==> config.mk <==
export PLATFORM = sky130hd
export DESIGN_NAME = serial_subtractor_flat
export DESIGN_NICKNAME = d
export VERILOG_FILES = /design/src/rtl/serial_subtractor_if.sv /design/src/rtl/serial_subtractor.sv /design/src/flat_wrapper.sv
export SDC_FILE = /design/constraint.sdc
export NUM_CORES = 1
export LEC_CHECK = 0
export ABC_AREA = 1
export CORE_MARGIN = 4
export CORE_UTILIZATION = 51
export DETAILED_ROUTE_END_ITERATION = 8
export GPL_ROUTABILITY_DRIVEN = 0
export HOLD_SLACK_MARGIN = 0.08
export PLACE_DENSITY = 0.84
export SYNTH_ARGS = -nofsm -noshare
export SYNTH_HDL_FRONTEND = slang
export SYNTH_SLANG_ARGS = --single-unit
==> constraint.sdc <==
create_clock -name clk -period 3.4 [get_ports clk]
set_input_delay 0.85 -clock clk [delete_from_list [all_inputs] [get_ports clk]]
set_output_delay 0.85 -clock clk [all_outputs]
set_load 0.02 [all_outputs]
==> src/rtl/serial_subtractor_if.sv <==
// rtl/serial_subtractor_if.sv - start/busy/done handshake and operand/result bus for serial_subtractor
interface serial_subtractor_if #(parameter int WIDTH = 8);
   logic             start;
   logic [WIDTH-1:0] a;
   logic [WIDTH-1:0] b;
   logic             b_in;
   logic             busy;
   logic             done;
   logic [WIDTH-1:0] diff;
   logic             b_out;

   modport master (output start, a, b, b_in, input busy, done, diff, b_out);
   modport slave  (input start, a, b, b_in, output busy, done, diff, b_out);
endinterface

==> src/rtl/serial_subtractor.sv <==
// rtl/serial_subtractor.sv - bit-serial a - b - b_in, LSB first, one bit per clock
module serial_subtractor #(
   parameter int WIDTH = 8
) (
   input logic               clk,
   input logic               rst,
   serial_subtractor_if.slave bus
);
   localparam int CW = (WIDTH > 1) ? $clog2(WIDTH) : 1;

   typedef enum logic [1:0] {IDLE, SHIFT, DONE} state_t;

   state_t           state, state_next;
   logic [WIDTH-1:0] a_sr, b_sr;
   logic [WIDTH-2:0] res_sr;
   logic [WIDTH-1:0] res_next;
   logic [WIDTH-1:0] diff_q;
   logic             b_out_q;
   logic             borrow, borrow_next;
   logic [CW-1:0]    cnt;
   logic             d, load, step, last;

   assign d           = a_sr[0] ^ b_sr[0] ^ borrow;
   assign borrow_next = (~a_sr[0] & b_sr[0]) | (~(a_sr[0] ^ b_sr[0]) & borrow);
   // res_sr keeps only the upper WIDTH-1 bits; the incoming bit completes the word
   assign res_next    = {d, res_sr};
   assign last        = (cnt == CW'(WIDTH - 1));

   always_ff @(posedge clk) begin
      if (rst) state <= IDLE;
      else     state <= state_next;
   end

   always_comb begin
      state_next = state;
      load       = 1'b0;
      step       = 1'b0;
      case (state)
         IDLE: begin
            if (bus.start) begin
               load       = 1'b1;
               state_next = SHIFT;
            end
         end
         SHIFT: begin
            step = 1'b1;
            if (last) state_next = DONE;
         end
         DONE: begin
            if (bus.start) begin
               load       = 1'b1;
               state_next = SHIFT;
            end else begin
               state_next = IDLE;
            end
         end
         default: state_next = IDLE;
      endcase
   end

   always_ff @(posedge clk) begin
      if (rst) begin
         a_sr    <= '0;
         b_sr    <= '0;
         res_sr  <= '0;
         borrow  <= 1'b0;
         cnt     <= '0;
         diff_q  <= '0;
         b_out_q <= 1'b0;
      end else if (load) begin
         a_sr   <= bus.a;
         b_sr   <= bus.b;
         borrow <= bus.b_in;
         res_sr <= '0;
         cnt    <= '0;
      end else if (step) begin
         a_sr   <= a_sr >> 1;
         b_sr   <= b_sr >> 1;
         borrow <= borrow_next;
         res_sr <= res_next[WIDTH-1:1];
         cnt    <= cnt + 1'b1;
         if (last) begin
            diff_q  <= res_next;
            b_out_q <= borrow_next;
         end
      end
   end

   assign bus.busy  = (state == SHIFT);
   assign bus.done  = (state == DONE);
   assign bus.diff  = diff_q;
   assign bus.b_out = b_out_q;
endmodule

==> src/flat_wrapper.sv <==
// flat-port wrapper written by rule: the top's interface ports become plain ports
module serial_subtractor_flat 
#(
   parameter int WIDTH = 8
)
  (clk, rst, bus_start, bus_a, bus_b, bus_b_in, bus_busy, bus_done, bus_diff, bus_b_out);
  serial_subtractor_if #(.WIDTH(WIDTH)) bus_i ();
  input logic clk;
  input logic rst;
  input wire logic [$bits(bus_i.start)-1:0] bus_start;
  input wire logic [$bits(bus_i.a)-1:0] bus_a;
  input wire logic [$bits(bus_i.b)-1:0] bus_b;
  input wire logic [$bits(bus_i.b_in)-1:0] bus_b_in;
  output wire logic [$bits(bus_i.busy)-1:0] bus_busy;
  output wire logic [$bits(bus_i.done)-1:0] bus_done;
  output wire logic [$bits(bus_i.diff)-1:0] bus_diff;
  output wire logic [$bits(bus_i.b_out)-1:0] bus_b_out;
  assign bus_i.start = bus_start;
  assign bus_i.a = bus_a;
  assign bus_i.b = bus_b;
  assign bus_i.b_in = bus_b_in;
  assign bus_busy = bus_i.busy;
  assign bus_done = bus_i.done;
  assign bus_diff = bus_i.diff;
  assign bus_b_out = bus_i.b_out;
  serial_subtractor #(.WIDTH(WIDTH)) u_core (.clk(clk), .rst(rst), .bus(bus_i));
endmodule
==> metrics.md <==
| Metric | Value |
|---|---|
| Status | `completed` |
| DRC violations left | `0` |
| Final-report hold violation count | `0` |
| Leading cell types by count after synthesis | `nand2_1 (53), dfxtp_1 (38), nor2_1 (28)` |
| Actual slew at the worst max-slew pin | `approximately 450 ps` |
| Post-detailed-routing wire length | `3.33 mm` |
| Pins Over Slew Limit | `0` |
| Int Pwr | `between 0.0007 and 0.0008 W` |
| # rows | `21` |
| Largest fanout on the critical path | `29` |
| Setup repair after global routing missed its margin | `no` |
| Fillers | `between 300 and 400` |
| Gate count after technology mapping | `approximately 240` |
| Type of the worst setup path | `flop to primary output` |
| Sequential share of the synthesized area | `0.425` |
| Core box area | `between 3000 and 4000 sq um` |
| Most instantiated library cell after synthesis | `nand2_1` |
| Half-perimeter wire length after detailed placement | `2.34 mm` |
| Post-place instance area | `just over 2000 sq um` |
| Hold_buf cts | `0` |
| Worst-case headroom to the max-slew limit | `0.701` |
| Final sum of negative setup slack | `0 ps` |
| Leakage power total | `roughly 0.96 nW` |
| Global route total overflow | `0` |
| DIE AREA | `around 4500 sq um` |
| Final setup violation count | `0` |
| Dominant combinational cell family by area after synthesis | `simple AND/OR/NAND/NOR gates` |
| Post-CTS Setup Repair Bufs | `0` |
| Met1 Routed Length | `about 1.5 mm` |
| Max H-tree Level | `2` |
| Power per unit of standard cell area | `471 nW/um^2` |
| Vias after detailed routing | `1442` |
| Clock period minus final worst setup slack | `2940 ps` |
| Share of synthesized area spent on multiplexers | `0` |
| Switching part of the total | `0.239` |
| Ratio of routed vias to standard cells | `roughly 4.7` |
| CP Launch Type | `flop` |
| Wire length of the first global-routing pass | `5.70 mm` |
| Worst EP arrival | `2090 ps` |
| Mean instance size in the synthesized netlist | `between 7 and 8 sq um` |
| Number of global-route vias before repair | `about 1400` |
| Number of clock buffers inserted by TritonCTS | `5` |
| Post-synthesis compound-gate area fraction | `0.0943` |
| Total area of multi-input combinational cells | `~780 sq um` |
| Top-Level Pins | `31` |
| DR iter-0 viols | `roughly 110` |
| Routed wire length per instance | `10.7 microns` |
| Peak VDD IR | `314 uV` |
| Sequential power share | `0.474` |
| Required time of the critical path | `~2600 ps` |
| Drt first pass iters | `4` |
| Number of clock sinks seen by CTS | `38` |
| Count of flip-flops with a built-in enable after synthesis | `0` |
| Clock transition time at the flip-flop clock pins of the worst setup and hold paths | `120 ps` |
| Count of yosys warnings during synthesis | `0` |
| Antenna Violating Nets Remaining | `0` |
| Die height | `roughly 67 microns` |
| Starting density of the core | `0.532` |
| Unique cell type count in the Yosys netlist | `24` |
| Netlist area before placement | `1790 sq um` |
| Root cell of the clock tree | `clkbuf_4` |
| Proportion of netlist area held by the largest area contributor | `0.425` |
| Bufs on Longest Clock Path | `2` |
| Adder-cell share of the synthesized area | `0.0252` |
| Port-buffer cells | `30` |
| XOR/XNOR Fraction of Synth Area | `0.00489` |
| Antenna violations before repair | `0` |
| Largest area contributor in the synthesized netlist | `dfxtp_1` |
| CTS resizes | `0` |
| Max Clk Rate | `~0.34 GHz` |
| Met2 wire length | `about 1.6 mm` |
| Ratio of cells with drive above 1 in the final layout | `0.155` |
| Ant diodes | `0` |
| Ranking of synthesized cells by area | `dfxtp_1 (42%), nand2_1 (11%), nand3_1 (7.0%)` |
| FF/Latch Area | `around 760 sq um` |
| Portion of the clock cycle consumed by the worst path in the final layout | `0.865` |
| Die Wd | `around 67 microns` |
| Synthesis-to-layout area growth | `20.1%` |
| Cell area after layout | `2150 sq um` |
| Count of maximum capacitance violations | `0` |
| Final clock skew | `18.2 ps` |
| Final-stage net count | `286` |
| Fraction of the mapped netlist area in simple logic gates | `0.313` |
| Relative contribution of the clock network to total power | `0.395` |
| Syn_nets | `~260` |
| Global-route usage over all layers | `0.165` |
| TritonCTS clock tree | `built` |
| Async set-or-reset flop fraction in the synthesized netlist | `0` |
| Tightest Hold Check Type | `flop to flop` |
| Register bit count reported by yosys | `38` |
| Maximum number of pins on one net before global-route repair | `30` |
| P_sw | `between 0.0002 and 0.00025 W` |
| Amount of wire on met3 after detailed routing | `around 130 microns` |
| Reg-to-reg setup timing slack | `around 1800 ps` |
| Insertion delay of the later-clocked pin in the worst-skew pair | `between 300 and 400 ps` |
| Combinational Power Share | `0.131` |
| Critical Path End Type | `primary output` |
| Synth Flop Type | `dfxtp_1` |
| Uppermost routed layer | `met4` |
==> power groups by stage <==
stage,sequential (W),clock [W],combinational [W]
3_5_place_dp,0.000490,0,0.000133
4_1_cts,0.000480,0.000403,0.000134
2_1_floorplan,0.000485,0,0.000114
3_3_place_gp,0.000489,0,0.000131
5_1_grt,0.000483,0.000420,0.000151
6_report,0.000480,0.000400,0.000133
==> path summary, 6_finish.rpt <==
path,end,depth (start not counted),from
setup reg to reg,u_core.bus.diff[3],6,u_core.state[0]
setup / recovery,bus_busy,3,u_core.state[0]
hold reg to reg,u_core.bus.diff[2],2,u_core.res_sr[2]
hold / removal,u_core.bus.diff[2],2,u_core.res_sr[2]
==> state kept, by name, indices dropped and copies added, names as in the netlist <==
signal	flops
u_core.a_sr	8
u_core.b_sr	8
u_core.bus.diff	8
u_core.res_sr	7
u_core.cnt	3
u_core.state	2
u_core.borrow	1
u_core.bus.b_out	1
==> logic make-up (layout without fill, tap and decap cells) <==
kind of cell    Yosys count  in the layout
buf+inv                  44             72
xor+xnor                  1              1
flops                    38             38
compound gates           27             27
fa+ha+maj                 3              3
simple gates            123            123
==> critical path, cell delays in order (launching register included) <==
cell and delay, ps:
dfxtp_1 610, nand2_4 300, clkinv_4 200, clkdlybuf4s50_1 630
==> layout make-up <==
class	instances	area share
clock buffers	6	0.0239
clock inverters	2	0.0279
inverters	34	0.0634
well taps	46	0.0268
multi-input cells	154	0.364
repair buffers	30	0.140
flip-flops and latches	38	0.354
==> metrics by stage <==
step | total power, W | instances | worst slack (ps) | hold slack [ps] | util
2_1_floorplan | 0.000598 | 236 | 1730 | 451 | -
3_3_place_gp | 0.000620 | 302 | 864 | 459 | 0.606
3_5_place_dp | 0.000623 | 302 | 825 | 464 | 0.606
4_1_cts | 0.00102 | 310 | 450 | 474 | 0.639
5_1_grt | 0.00105 | 310 | 339 | 500 | 0.639
6_report | 0.00101 | 310 | 458 | 468 | 0.639
==> routing by layer <==
metal  up-vias  global-route usage
li1        778                   -
met2        22               0.267
met5         -                   0
met1       634               0.207
met4         0              0.0709
met3         8              0.0433
==> placed cells by master, fill, tap and decap left out <==
| cell | count |
|---|---|
| o21ai_1 | 5 |
| xor2_1 | 1 |
| dfxtp_1 | 38 |
| fa_1 | 1 |
| clkdlybuf4s50_1 | 30 |
| clkinv_4 | 1 |
| clkbuf_8 | 1 |
| a21oi_1 | 7 |
| nand2_2 | 11 |
| clkbuf_4 | 5 |
| inv_4 | 1 |
| a21oi_2 | 9 |
| clkinv_2 | 1 |
| nor2_1 | 28 |
| o21ai_0 | 6 |
| inv_1 | 27 |
| nor2_4 | 1 |
| ha_1 | 2 |
| nand2_1 | 53 |
| bufinv_16 | 2 |
| nor2_2 | 1 |
| inv_2 | 4 |
| nand3_1 | 25 |
| nand2_4 | 4 |
Power figures use the tool's default switching activity.
